### src/rtl/noc_pkg.sv
// Shared mesh-router definitions: port count, port indices, select width,
// and the per-output allocation state type.
package noc_pkg;

    localparam int unsigned NPORT   = 5;
    localparam int unsigned SELW    = 3;

    localparam int unsigned PORT_E  = 0;
    localparam int unsigned PORT_W  = 1;
    localparam int unsigned PORT_N  = 2;
    localparam int unsigned PORT_S  = 3;
    localparam int unsigned PORT_EJ = 4;

    typedef enum logic {
        OUT_IDLE = 1'b0,
        OUT_BUSY = 1'b1
    } out_state_t;

    // Keep only the lowest set bit of a request vector
    function automatic logic [NPORT-1:0] lowest_bit(input logic [NPORT-1:0] v);
        return v & (~v + NPORT'(1));
    endfunction

endpackage

### src/rtl/switch_alloc_rr_arb.sv
// NPORT-way combinational round-robin arbiter: the search starts one past
// the pointer (the last winner) and wraps modulo NPORT.
module rr_arb
    import noc_pkg::*;
(
    input  logic [NPORT-1:0] req,
    input  logic [SELW-1:0]  ptr,
    output logic [NPORT-1:0] gnt,
    output logic [SELW-1:0]  idx
);

    logic            found;
    logic [SELW-1:0] ci;

    // Scan ptr+1 .. ptr+NPORT and pick the first requester
    always_comb begin
        gnt   = '0;
        idx   = '0;
        found = 1'b0;
        ci    = '0;
        for (int unsigned k = 1; k <= NPORT; k++) begin
            ci = SELW'((32'(ptr) + k) % NPORT);
            if (!found && req[ci]) begin
                found   = 1'b1;
                gnt[ci] = 1'b1;
                idx     = ci;
            end
        end
    end

endmodule

### src/rtl/switch_alloc.sv
// Per-router switch allocator: round-robin per output on head flits,
// output locked to its winning input until the tail flit.
module switch_alloc
    import noc_pkg::*;
(
    input  logic                   clk,
    input  logic                   reset,
    input  logic [NPORT*NPORT-1:0] req,
    input  logic [NPORT-1:0]       flit_vld,
    input  logic [NPORT-1:0]       flit_tail,
    input  logic [NPORT-1:0]       out_rdy,
    output logic [NPORT-1:0]       gnt,
    output logic [NPORT-1:0]       out_vld,
    output logic [NPORT*SELW-1:0]  xbar_sel
);

    logic [NPORT-1:0] dreq    [NPORT];
    logic [NPORT-1:0] cand    [NPORT];
    logic [NPORT-1:0] arb_gnt [NPORT];
    logic [SELW-1:0]  arb_idx [NPORT];

    out_state_t       state_q [NPORT];
    out_state_t       state_d [NPORT];
    logic [SELW-1:0]  owner_q [NPORT];
    logic [SELW-1:0]  owner_d [NPORT];
    logic [SELW-1:0]  rr_q    [NPORT];
    logic [SELW-1:0]  rr_d    [NPORT];

    logic [NPORT-1:0] xfer;
    logic [SELW-1:0]  src     [NPORT];

    // Decode requests (lowest bit wins) and form per-output candidate vectors
    always_comb begin
        for (int unsigned i = 0; i < NPORT; i++) begin
            dreq[i] = lowest_bit(req[i*NPORT +: NPORT]);
        end
        for (int unsigned o = 0; o < NPORT; o++) begin
            for (int unsigned i = 0; i < NPORT; i++) begin
                cand[o][i] = flit_vld[i] & dreq[i][o];
            end
        end
    end

    for (genvar o = 0; o < NPORT; o++) begin : g_arb
        rr_arb u_arb (
            .req (cand[o]),
            .ptr (rr_q[o]),
            .gnt (arb_gnt[o]),
            .idx (arb_idx[o])
        );
    end

    // State, owner and pointer registers
    always_ff @(posedge clk) begin
        if (reset) begin
            for (int unsigned o = 0; o < NPORT; o++) begin
                state_q[o] <= OUT_IDLE;
                owner_q[o] <= '0;
                rr_q[o]    <= SELW'(NPORT - 1);
            end
        end else begin
            for (int unsigned o = 0; o < NPORT; o++) begin
                state_q[o] <= state_d[o];
                owner_q[o] <= owner_d[o];
                rr_q[o]    <= rr_d[o];
            end
        end
    end

    // Next state: pointer moves only on head wins; lock released by tail
    always_comb begin
        for (int unsigned o = 0; o < NPORT; o++) begin
            state_d[o] = state_q[o];
            owner_d[o] = owner_q[o];
            rr_d[o]    = rr_q[o];
            if (xfer[o]) begin
                case (state_q[o])
                    OUT_IDLE: begin
                        rr_d[o] = src[o];
                        if (!flit_tail[src[o]]) begin
                            state_d[o] = OUT_BUSY;
                            owner_d[o] = src[o];
                        end
                    end
                    OUT_BUSY: begin
                        if (flit_tail[owner_q[o]]) begin
                            state_d[o] = OUT_IDLE;
                        end
                    end
                    default: state_d[o] = OUT_IDLE;
                endcase
            end
        end
    end

    // Outputs: per-output transfer decision, then gnt as OR over outputs
    always_comb begin
        xfer     = '0;
        gnt      = '0;
        xbar_sel = '0;
        for (int unsigned o = 0; o < NPORT; o++) begin
            src[o] = '0;
            if (!reset) begin
                case (state_q[o])
                    OUT_IDLE: begin
                        if (out_rdy[o] && (|arb_gnt[o])) begin
                            xfer[o] = 1'b1;
                            src[o]  = arb_idx[o];
                        end
                    end
                    OUT_BUSY: begin
                        if (flit_vld[owner_q[o]] && out_rdy[o]) begin
                            xfer[o] = 1'b1;
                            src[o]  = owner_q[o];
                        end
                    end
                    default: ;
                endcase
            end
            xbar_sel[o*SELW +: SELW] = src[o];
            for (int unsigned i = 0; i < NPORT; i++) begin
                if (xfer[o] && (src[o] == SELW'(i))) begin
                    gnt[i] = 1'b1;
                end
            end
        end
        out_vld = xfer;
    end

endmodule

### config.mk
export PLATFORM = sky130hd
export DESIGN_NAME = switch_alloc
export DESIGN_NICKNAME = d
export VERILOG_FILES = /design/src/rtl/noc_pkg.sv /design/src/rtl/switch_alloc_rr_arb.sv /design/src/rtl/switch_alloc.sv
export SDC_FILE = /design/constraint.sdc
export NUM_CORES = 1
export LEC_CHECK = 0
export ABC_AREA = 1
export CAP_MARGIN = 20
export CORE_ASPECT_RATIO = 0.75
export CORE_MARGIN = 1
export CORE_UTILIZATION = 30
export DETAILED_ROUTE_END_ITERATION = 8
export GPL_ROUTABILITY_DRIVEN = 0
export SYNTH_ARGS = -nofsm -noshare
export SYNTH_HDL_FRONTEND = slang
export SYNTH_HIERARCHICAL = 1
export SYNTH_SLANG_ARGS = --single-unit
### constraint.sdc
create_clock -name clk -period 7.15 [get_ports clk]
set_clock_uncertainty 0.15 [all_clocks]
set_input_delay 1.0725 -clock clk [delete_from_list [all_inputs] [get_ports clk]]
set_output_delay 1.0725 -clock clk [all_outputs]
set_load 0.02 [all_outputs]
Word level (Yosys, flattened, before mapping)
Memory sizes are Yosys's and may differ from the RTL's.
Cells that the tools add are included.
{"block": "totals", "reg_bits": 0, "ramBits": 35, "elab_cells": 651, "memories": 3}
{"block": "classes", "addsub": 30, "n_div": 25, "magnitude_cmp": 60, "eq_ne": 20, "mux": 328, "bitwise_logic": 75, "reduce_logical": 110}
{"name": "owner_q", "depth": 5, "word_bits": 3, "rd": 5, "rd_ports_with_merged_regs": 0, "write_ports": 5, "line_no": "switch_alloc.sv:24", "source": "logic [SELW-1:0] owner_q [NPORT];"}
{"name": "rr_q", "depth": 5, "word_bits": 3, "rd": 5, "rd_ports_with_merged_regs": 0, "write_ports": 5, "line_no": "switch_alloc.sv:26", "source": "logic [SELW-1:0] rr_q [NPORT];"}
{"name": "state_q", "depth": 5, "word_bits": 1, "rd": 5, "rd_ports_with_merged_regs": 0, "write_ports": 5, "line_no": "switch_alloc.sv:22", "source": "out_state_t state_q [NPORT];"}
{"cell": "32-bit by 3-bit remainder unit with 32-bit output, second input constant", "n": 25}
{"cell": "3-bit 2-to-1 mux", "n": 75}
{"cell": "1-bit 2-to-1 mux", "n": 148}
{"cell": "3-bit by 4-bit less-than comparator with 1-bit output, second input constant", "n": 35}
{"cell": "5-bit 2-to-1 mux", "n": 25}
{"cell": "1-bit binary-select mux with 3-bit select", "n": 40}
{"cell": "5-bit OR", "n": 20}
{"cell": "1-bit logical AND", "n": 80}
{"cell": "1-bit demux with 3-bit select", "n": 25}
{"cell": "3-bit by 1-bit greater-or-equal comparator with 1-bit output, second input constant", "n": 25}
{"cell": "3-bit by 2-bit adder with 4-bit output, second input constant", "n": 10}
{"cell": "3-bit by 3-bit adder with 4-bit output, second input constant", "n": 10}
{"cell": "3-bit by 2-bit == test with 1-bit output, second input constant", "n": 10}
{"cell": "3-bit case mux with 2 select lines", "n": 5}
{"cell": "5-bit by 1-bit adder with 5-bit output, second input constant", "n": 5}
{"cell": "1-bit bitwise AND", "n": 25}
{"cell": "5-bit bitwise AND", "n": 5}
{"cell": "5-bit NOT", "n": 5}
{"cell": "5-bit OR reduction", "n": 5}
{"cell": "3-bit by 1-bit adder with 4-bit output, second input constant", "n": 5}
{"cell": "1-bit logical NOT", "n": 20}
{"cell": "1-bit case mux with 2 select lines", "n": 10}
{"cell": "3-bit by 1-bit == test with 1-bit output, second input constant", "n": 5}
{"cell": "3-bit == test, second input constant", "n": 5}
{"cell": "3 further kinds", "n": 25}

Depth between registers and ports, before layout
Gate-level depths: netlist (run 1).
{"block": "logic_depth", "ltp_word": 31, "ltp_mapped": 41, "mapped_depth_nobuf": 40}

Hierarchy
The synthesis (run 1) kept the hierarchy.
{"mod": "rr_arb at g_arb[2].u_arb ...", "n_inst": 2, "cells_each": 338, "area_each_um2": 1885.6, "seq_area_each_um2": 0.0}
{"mod": "switch_alloc", "n_inst": 1, "cells_each": 568, "area_each_um2": 3340.7, "seq_area_each_um2": 700.7}
{"mod": "rr_arb at g_arb[0].u_arb", "n_inst": 1, "cells_each": 329, "area_each_um2": 1845.5, "seq_area_each_um2": 0.0}
{"mod": "rr_arb at g_arb[1].u_arb", "n_inst": 1, "cells_each": 318, "area_each_um2": 1737.9, "seq_area_each_um2": 0.0}
{"mod": "rr_arb at g_arb[4].u_arb", "n_inst": 1, "cells_each": 321, "area_each_um2": 1705.4, "seq_area_each_um2": 0.0}

Least setup slack after synthesis (run 1)
No wires, ideal clock.
{"block": "synth_timing", "path_type": "flip-flop to output port", "from": "memory rr_q[2][0], in the netlist rr_q[0][6]", "to": "output port gnt[0]", "arrival_time_ns": 5.061, "slack_ns": 0.867, "stages_incl_launch_ff": 35, "cell_sequence": "dfxtp_1 -> buf_2 -> inv_1 -> ha_1 -> inv_1 -> ha_1 -> nor2_1 -> nand3_4 -> nand2_4 -> xor2_2 -> ha_1 -> inv_1 -> or2_2 -> nand3_2 -> nand2_2 -> nand2_1 -> nand2_1 -> nor2_2 -> nand3_2 -> nand3_4 -> inv_2 -> nor2_4 -> buf_6 -> nand4_1 -> nand3_1 -> nor2_1 -> nand2_1 -> o21ai_0 -> nand2_1 -> nand2_1 -> nor2_2 -> inv_1 -> and3_1 -> nor3_1 -> nand3_1"}
{"element": "from (decl)", "line_no": "switch_alloc.sv:26"}
{"element": "to (decl)", "line_no": "switch_alloc.sv:12", "source": "output logic [NPORT-1:0] gnt,"}

==> results of run 1 <==
==> tightest hold or removal path, cell delays in order (launching register included) <==
cell and delay, ns:
dfxtp_1 0.34, nor2_1 0.11, nor2_1 0.05
==> timing repair <==
item | CTS | global route
pin swaps | 0 | 3
gates cloned | 0 | 2
hold endpoints to repair | 0 | 0
gates resized for setup | 3 | 23
buffers inserted | 0 | 1
setup endpoints to repair | 3 | 16
==> routing by layer <==
layer | GRT usage (%) | routed length [µm] | vias up
li1 | - | - | 7376
met1 | 27.2 | 20000 | 6479
met2 | 29.0 | 16700 | 439
met3 | 2.74 | 2730 | 53
met4 | 4.19 | 886 | 2
met5 | 0 | 9 | -
==> through the flow <==
step | setup TNS [ns] | std cells | utilization [%] | hold WS (ns) | setup slack [ns]
after floorplan | 0 | 2212 | - | 0.328 | 0.867
after global placement | 0 | 2818 | 34.0 | 0.359 | 0.154
after detailed placement | 0 | 2818 | 34.0 | 0.377 | 0.164
after CTS | 0 | 2826 | 34.4 | 0.386 | 0.0278
after global routing | -0.277 | 2830 | 34.6 | 0.428 | -0.149
final | 0 | 2830 | 34.6 | 0.390 | 0.250
==> layout make-up <==
class / count / area (µm²) / area share, %
sequential: 35 / 701 / 4.96
clock inverter: 2 / 35.0 / 0.248
clock buffer: 6 / 139 / 0.984
timing repair buffer: 110 / 1000 / 7.12
tap: 528 / 661 / 4.68
antenna: 1 / 2.50 / 0.0177
inverter: 351 / 1320 / 9.37
multi-input combinational: 1797 / 10300 / 72.6
==> how the worst max path moves through the flow <==
stage / start / cells past startpoint / slack [ns] / end
6_report: rr_q[0][1] / 35 / 0.25 / gnt[0]
2_1_floorplan: rr_q[0][6] / 34 / 0.87 / gnt[0]
5_1_grt: rr_q[0][6] / 37 / -0.15 / gnt[4]
3_5_place_dp: flit_vld[3] / 28 / 0.16 / gnt[2]
4_1_cts: rr_q[0][7] / 35 / 0.03 / gnt[3]
3_3_place_gp: flit_vld[3] / 28 / 0.15 / gnt[2]
==> cells by family after synthesis <==
family                   Yosys count  share of synthesized area [%]
AO/OA/AOI/OAI                    254                           12.3
XOR/XNOR                          25                           2.19
adder cells (fa/ha/maj)          130                           13.1
buffers and inverters            382                           12.2
flip-flops                        35                           5.65
multiplexers                       3                          0.242
AND/OR/NAND/NOR                 1383                           54.3
==> registers in the layout, indices dropped and copies added (netlist names) <==
| signal | count |
|---|---|
| owner_q | 15 |
| rr_q | 15 |
| state_q | 5 |
==> cells in the mapped netlist, drive strengths merged <==
cell type | n | area (µm²)
o21ai | 119 | 667
nor2 | 229 | 1100
nor3b | 4 | 30.0
o31ai | 5 | 42.5
and2 | 2 | 15.0
o221a | 1 | 11.3
o22ai | 5 | 31.3
nand3 | 344 | 1940
a21oi | 90 | 492
nor4 | 4 | 25.0
a32oi | 2 | 17.5
o2111ai | 1 | 8.76
xor2 | 25 | 272
o21bai | 4 | 33.8
nor3 | 26 | 145
buf | 20 | 148
dfxtp | 35 | 701
o21a | 1 | 7.51
clkinv | 7 | 31.3
o211ai | 18 | 150
a31oi | 3 | 18.8
nand3b | 17 | 131
a21boi | 3 | 26.3
nand4 | 64 | 400
and3 | 1 | 6.26
nand2 | 680 | 2870
or2 | 10 | 62.6
ha | 130 | 1630
nor2b | 2 | 12.5
a221oi | 2 | 17.5
mux2i | 3 | 30.0
inv | 344 | 1290
clkbuf | 11 | 41.3
==> reports/results.md, run 1 <==
## Outcome
* result of the run: completed

## Logic synthesis
* net count after synthesis: 2384
* sequential cell area fraction in the yosys report: 5.65%
* Synthesis Warnings: 6
* cell area after technology mapping: 0.0124 mm²
* number of unique standard cell types used by synthesis: 58
* mean instance size in the synthesized netlist: 5.61 µm²
* cell count after synthesis: 2212
* number of synthesized register bits: 35

## Clocking
* number of buffers created by CTS: 5
* cell at the root of the clock tree: clkbuf_16
* Clock Path Buffers: 2
* number of sinks driven by the clock tree: 35
* Worst-path clk slew: 0.06 ns
* clock tree from TritonCTS: done
* worst-skew pair later-pin latency: 0.29 ns
* number of H-tree branching levels: 2
* number of buffers inserted for hold repair after clock tree synthesis: 0

## Hold path
* worst min-delay path class: reg -> reg
* Hold Path Origin: owner_q[0][5]
* hold path depth: 2
* end of the worst hold path: owner_q[0][5]

## Critical path
* largest stage delay on the critical path: 0.33 ns
* kind of critical path: reg -> out
* Top Family by Delay on Critical Path: simple AND/OR/NAND/NOR gates
* terminus of the critical flop-to-flop path: owner_q[0][12]
* required time worst endpoint: 5.93 ns
* cell with the largest stage delay on the worst path: dfxtp_1
* CP bufs+invs: 6
* element type at the critical path start: flop
* Worst Setup End Kind: output pin
* largest fanout on the critical path: 14
* setup slack of the most critical reg-to-reg path: 1.75 ns
* worst path arrival time: 5.68 ns
* Crit Reg-Reg Startpoint: rr_q[0][14]
* logic depth of the worst register-to-register path: 32

## STA
* post-layout minimum cycle time: 6.90 ns
* Max-slew headroom: 55.5%
* Slew Viols, Final: 0
* final worst path period share: 96.5%
* total count of hold-check failures in the final report: 0
* slew at the pin closest to its max-slew limit: 0.665 ns
* final setup fails: 0
* Max Freq: 145 MHz
* RSZ-0062 raised after global routing: true

## Routing
* First DRT Iteration DRCs: 1470
* routed vias: 14300
* first-pass iteration count of the detailed router: 6
* post-route ant nets: 0
* Final Routed Wirelength: 40.4 mm
* DRC Markers: 0
* average detailed-routed wire length per instance: 14.3 µm
* Vias/cell: 5.07

## Global routing
* sum of overflow across all layers after global routing: 0
* via count of the first global-routing pass: 12600
* global-route wire length before repair: 65.0 mm
* Global Route Usage Sum: 18.8%
* pin count of the biggest net entering global routing: 32
* antenna violations before repair: 3

## Die
* horizontal extent of the die: 237 µm
* IO Pins: 67
* die extent in y: 178 µm
* initial core utilization: 30.4%
* Floorplan Core Area: 0.0408 mm²
* number of standard-cell rows in the floorplan: 64
* Die ar.: 0.0422 mm²

## Final layout
* layout cells sized above 1: 14.3%
* number of fill cells: 4432
* leading cell type in the layout, fill and taps excluded: nand2_1
* final layout net count: 2472
* most frequent cells in the layout: nand2_1 (592), nand3_1 (312), inv_1 (291), nor2_1 (184), ha_1 (130)
* Area Growth Syn to Fin: 13.9%
* post-layout instance area: 0.0141 mm²

## Job
* # Max-Cap Violations: 0

## Place
* HPWL after detailed placement: 33.7 mm
* DP Area: 0.0139 mm²
* number of port buffers: 66

Power of run 1 is left out: the tool's default activity adds up to more than one toggle a clock period on the data nets, which glitch-free logic cannot reach.
==> run 2, diff against run 1 <==
--- a/config.mk
+++ b/config.mk
@@ -12,6 +12,7 @@
 export CORE_UTILIZATION = 30
 export DETAILED_ROUTE_END_ITERATION = 8
 export GPL_ROUTABILITY_DRIVEN = 0
+export PLACE_DENSITY = 0.43
 export SYNTH_ARGS = -nofsm -noshare
 export SYNTH_HDL_FRONTEND = slang
 export SYNTH_HIERARCHICAL = 1
==> reports/results.md, run 2 (same netlist as run 1, synthesis figures left out) <==
## Outcome
* result of the run: completed

## Job
* # Max-Cap Violations: 0, unchanged

## Die
* number of standard-cell rows in the floorplan: 64, unchanged
* horizontal extent of the die: 237 µm, unchanged
* initial core utilization: 30.4%, unchanged
* IO Pins: 67, unchanged
* Die ar.: 0.0422 mm², unchanged
* die extent in y: 178 µm, unchanged
* Floorplan Core Area: 0.0408 mm², unchanged

## Critical path
* worst path arrival time: 5.51 ns, -0.17 ns
* cell mode on critical path: nand2_1
* largest fanout on the critical path: 11, -3
* Crit Reg-Reg Startpoint: rr_q[0][0]
* cell with the largest stage delay on the worst path: clkdlybuf4s50_1
* largest stage delay on the critical path: 0.71 ns, +0.38 ns
* Top Family by Delay on Critical Path: simple AND/OR/NAND/NOR gates
* Worst Setup End Kind: output pin
* kind of critical path: reg -> out
* logic depth of the worst register-to-register path: 38, +19%
* setup slack of the most critical reg-to-reg path: 1.65 ns, -0.10 ns
* terminus of the critical flop-to-flop path: owner_q[0][0]
* element type at the critical path start: flop
* required time worst endpoint: 5.93 ns, about the same
* CP bufs+invs: 5, -1

## Clocking
* worst-skew pair later-pin latency: 0.29 ns, about the same
* number of H-tree branching levels: 2, unchanged
* number of buffers created by CTS: 5, unchanged
* Worst-path clk slew: 0.06 ns, about the same
* number of sinks driven by the clock tree: 35, unchanged
* clock tree from TritonCTS: done
* Clock Path Buffers: 2, unchanged
* cell at the root of the clock tree: clkbuf_16

## STA
* total count of hold-check failures in the final report: 0, unchanged
* post-layout minimum cycle time: 6.73 ns, -0.166 ns
* Max Freq: 148 MHz, +2.5%
* Slew Viols, Final: 0, unchanged
* final setup fails: 0, unchanged
* final worst path period share: 94.2%, -2.3 points
* Max-slew headroom: 55.5%, -0.060 points
* slew at the pin closest to its max-slew limit: 0.666 ns, +0.00127 ns
* final worst hold slack: 0.377 ns, -0.0123 ns
* final worst setup slack: 0.416 ns, +0.166 ns
* Post-Route Setup TNS: 0 ns, unchanged

## Final layout
* leading cell type in the layout, fill and taps excluded: nand2_1
* biggest regs: owner_q (15), rr_q (15), state_q (5)
* most frequent cells in the layout: nand2_1 (592), nand3_1 (311), inv_1 (293), nor2_1 (184), ha_1 (130)
* final layout net count: 2499, +1.1%
* number of fill cells: 4537, +2.4%
* Area Growth Syn to Fin: 15.3%
* multi-input logic area: 0.0103 mm², about the same
* post-layout instance area: 0.0143 mm², +1.3%
* Antenna Diode Count: 0, -1
* layout cells sized above 1: 15.3%, +1.1 points
* sequential cell area: 701 µm², unchanged

## Routing
* First DRT Iteration DRCs: 1179, -20%
* post-route ant nets: 0, unchanged
* DRC Markers: 0, unchanged
* average detailed-routed wire length per instance: 15.1 µm, +6.2%
* Final Routed Wirelength: 43.3 mm, +7.1%
* Vias/cell: 4.99, -1.6%
* routed vias: 14200, -0.70%
* first-pass iteration count of the detailed router: 5, -1

## Hold path
* end of the worst hold path: owner_q[0][14]
* hold path depth: 2, unchanged
* worst min-delay path class: reg -> reg
* Hold Path Origin: owner_q[0][14]

## Global routing
* global-route wire length before repair: 69.0 mm, +6.1%
* via count of the first global-routing pass: 12800, +0.95%
* antenna violations before repair: 0, -3
* Global Route Usage Sum: 20.3%, +1.6 points
* sum of overflow across all layers after global routing: 0, unchanged
* pin count of the biggest net entering global routing: 32, unchanged

## Place
* worst setup slack before clock tree synthesis: 0.0899 ns, -0.0743 ns
* DP Area: 0.0140 mm², +1.2%
* number of port buffers: 66, unchanged
* HPWL after detailed placement: 36.5 mm, +8.5%

==> run 2: metrics by stage <==
stage / utilization [%] / std cells
final: 35.1 / 2855
after global routing: 35.1 / 2855
after CTS: 34.8 / 2848
after detailed placement: 34.4 / 2841
after global placement: 34.4 / 2841
after floorplan: - / 2212
==> run 2: layout make-up <==
class / count / share of cell area [%]
clock buffer: 6 / 0.971
inverter: 351 / 9.25
multi-input combinational: 1796 / 71.7
sequential: 35 / 4.90
clock inverter: 1 / 0.0350
timing repair buffer: 138 / 8.52
tap: 528 / 4.62
==> run 2: worst max path at each step <==
stage | startpoint | to | slack [ns] | cells past startpoint
4_1_cts | rr_q[0][6] | gnt[3] | 0.04 | 35
2_1_floorplan | rr_q[0][6] | gnt[0] | 0.87 | 34
5_1_grt | rr_q[0][9] | gnt[2] | -0.01 | 35
3_3_place_gp | flit_vld[3] | gnt[4] | 0.04 | 27
3_5_place_dp | flit_vld[3] | gnt[4] | 0.09 | 27
6_report | rr_q[0][9] | xbar_sel[9] | 0.42 | 31
==> run 2: metal layers <==
layer | routed length [µm] | vias up | global-route usage [%]
met5 | 0 | - | 0
met4 | 382 | 0 | 2.87
met3 | 2100 | 23 | 1.72
met2 | 17200 | 370 | 29.9
met1 | 23600 | 6422 | 31.9
li1 | - | 7433 | -
==> run 2: repair_timing <==
item,CTS,global route
setup buffers,0,6
pin swaps,0,8
hold buffers,0,0
gates cloned,0,1
gates resized for setup,2,22
endpoints found under the setup margin,2,15
hold endpoints to repair,0,0
==> run 2: worst register-to-register path: cells and delay by family, from the launching register on <==
kind	cells	cell delay [ns]
xor gates and xnor gates	1	0.21
buffers and inverters	6	0.69
and+or+nand+nor	27	3.03
adders and majority gates	3	0.70
DFF	1	0.35
AOI/OAI and AO/OA	1	0.25
Power of run 2 is left out for the same reason.
==> run 3, diff against run 2 <==
--- a/config.mk
+++ b/config.mk
@@ -12,6 +12,7 @@
 export CORE_UTILIZATION = 30
 export DETAILED_ROUTE_END_ITERATION = 8
 export GPL_ROUTABILITY_DRIVEN = 0
+export GPL_TIMING_DRIVEN = 1
 export PLACE_DENSITY = 0.43
 export SYNTH_ARGS = -nofsm -noshare
 export SYNTH_HDL_FRONTEND = slang
==> results of run 3 <==
No change in the layout: final DEF, timing and power equal those of run 2.
Power of run 3 is left out for the same reason.
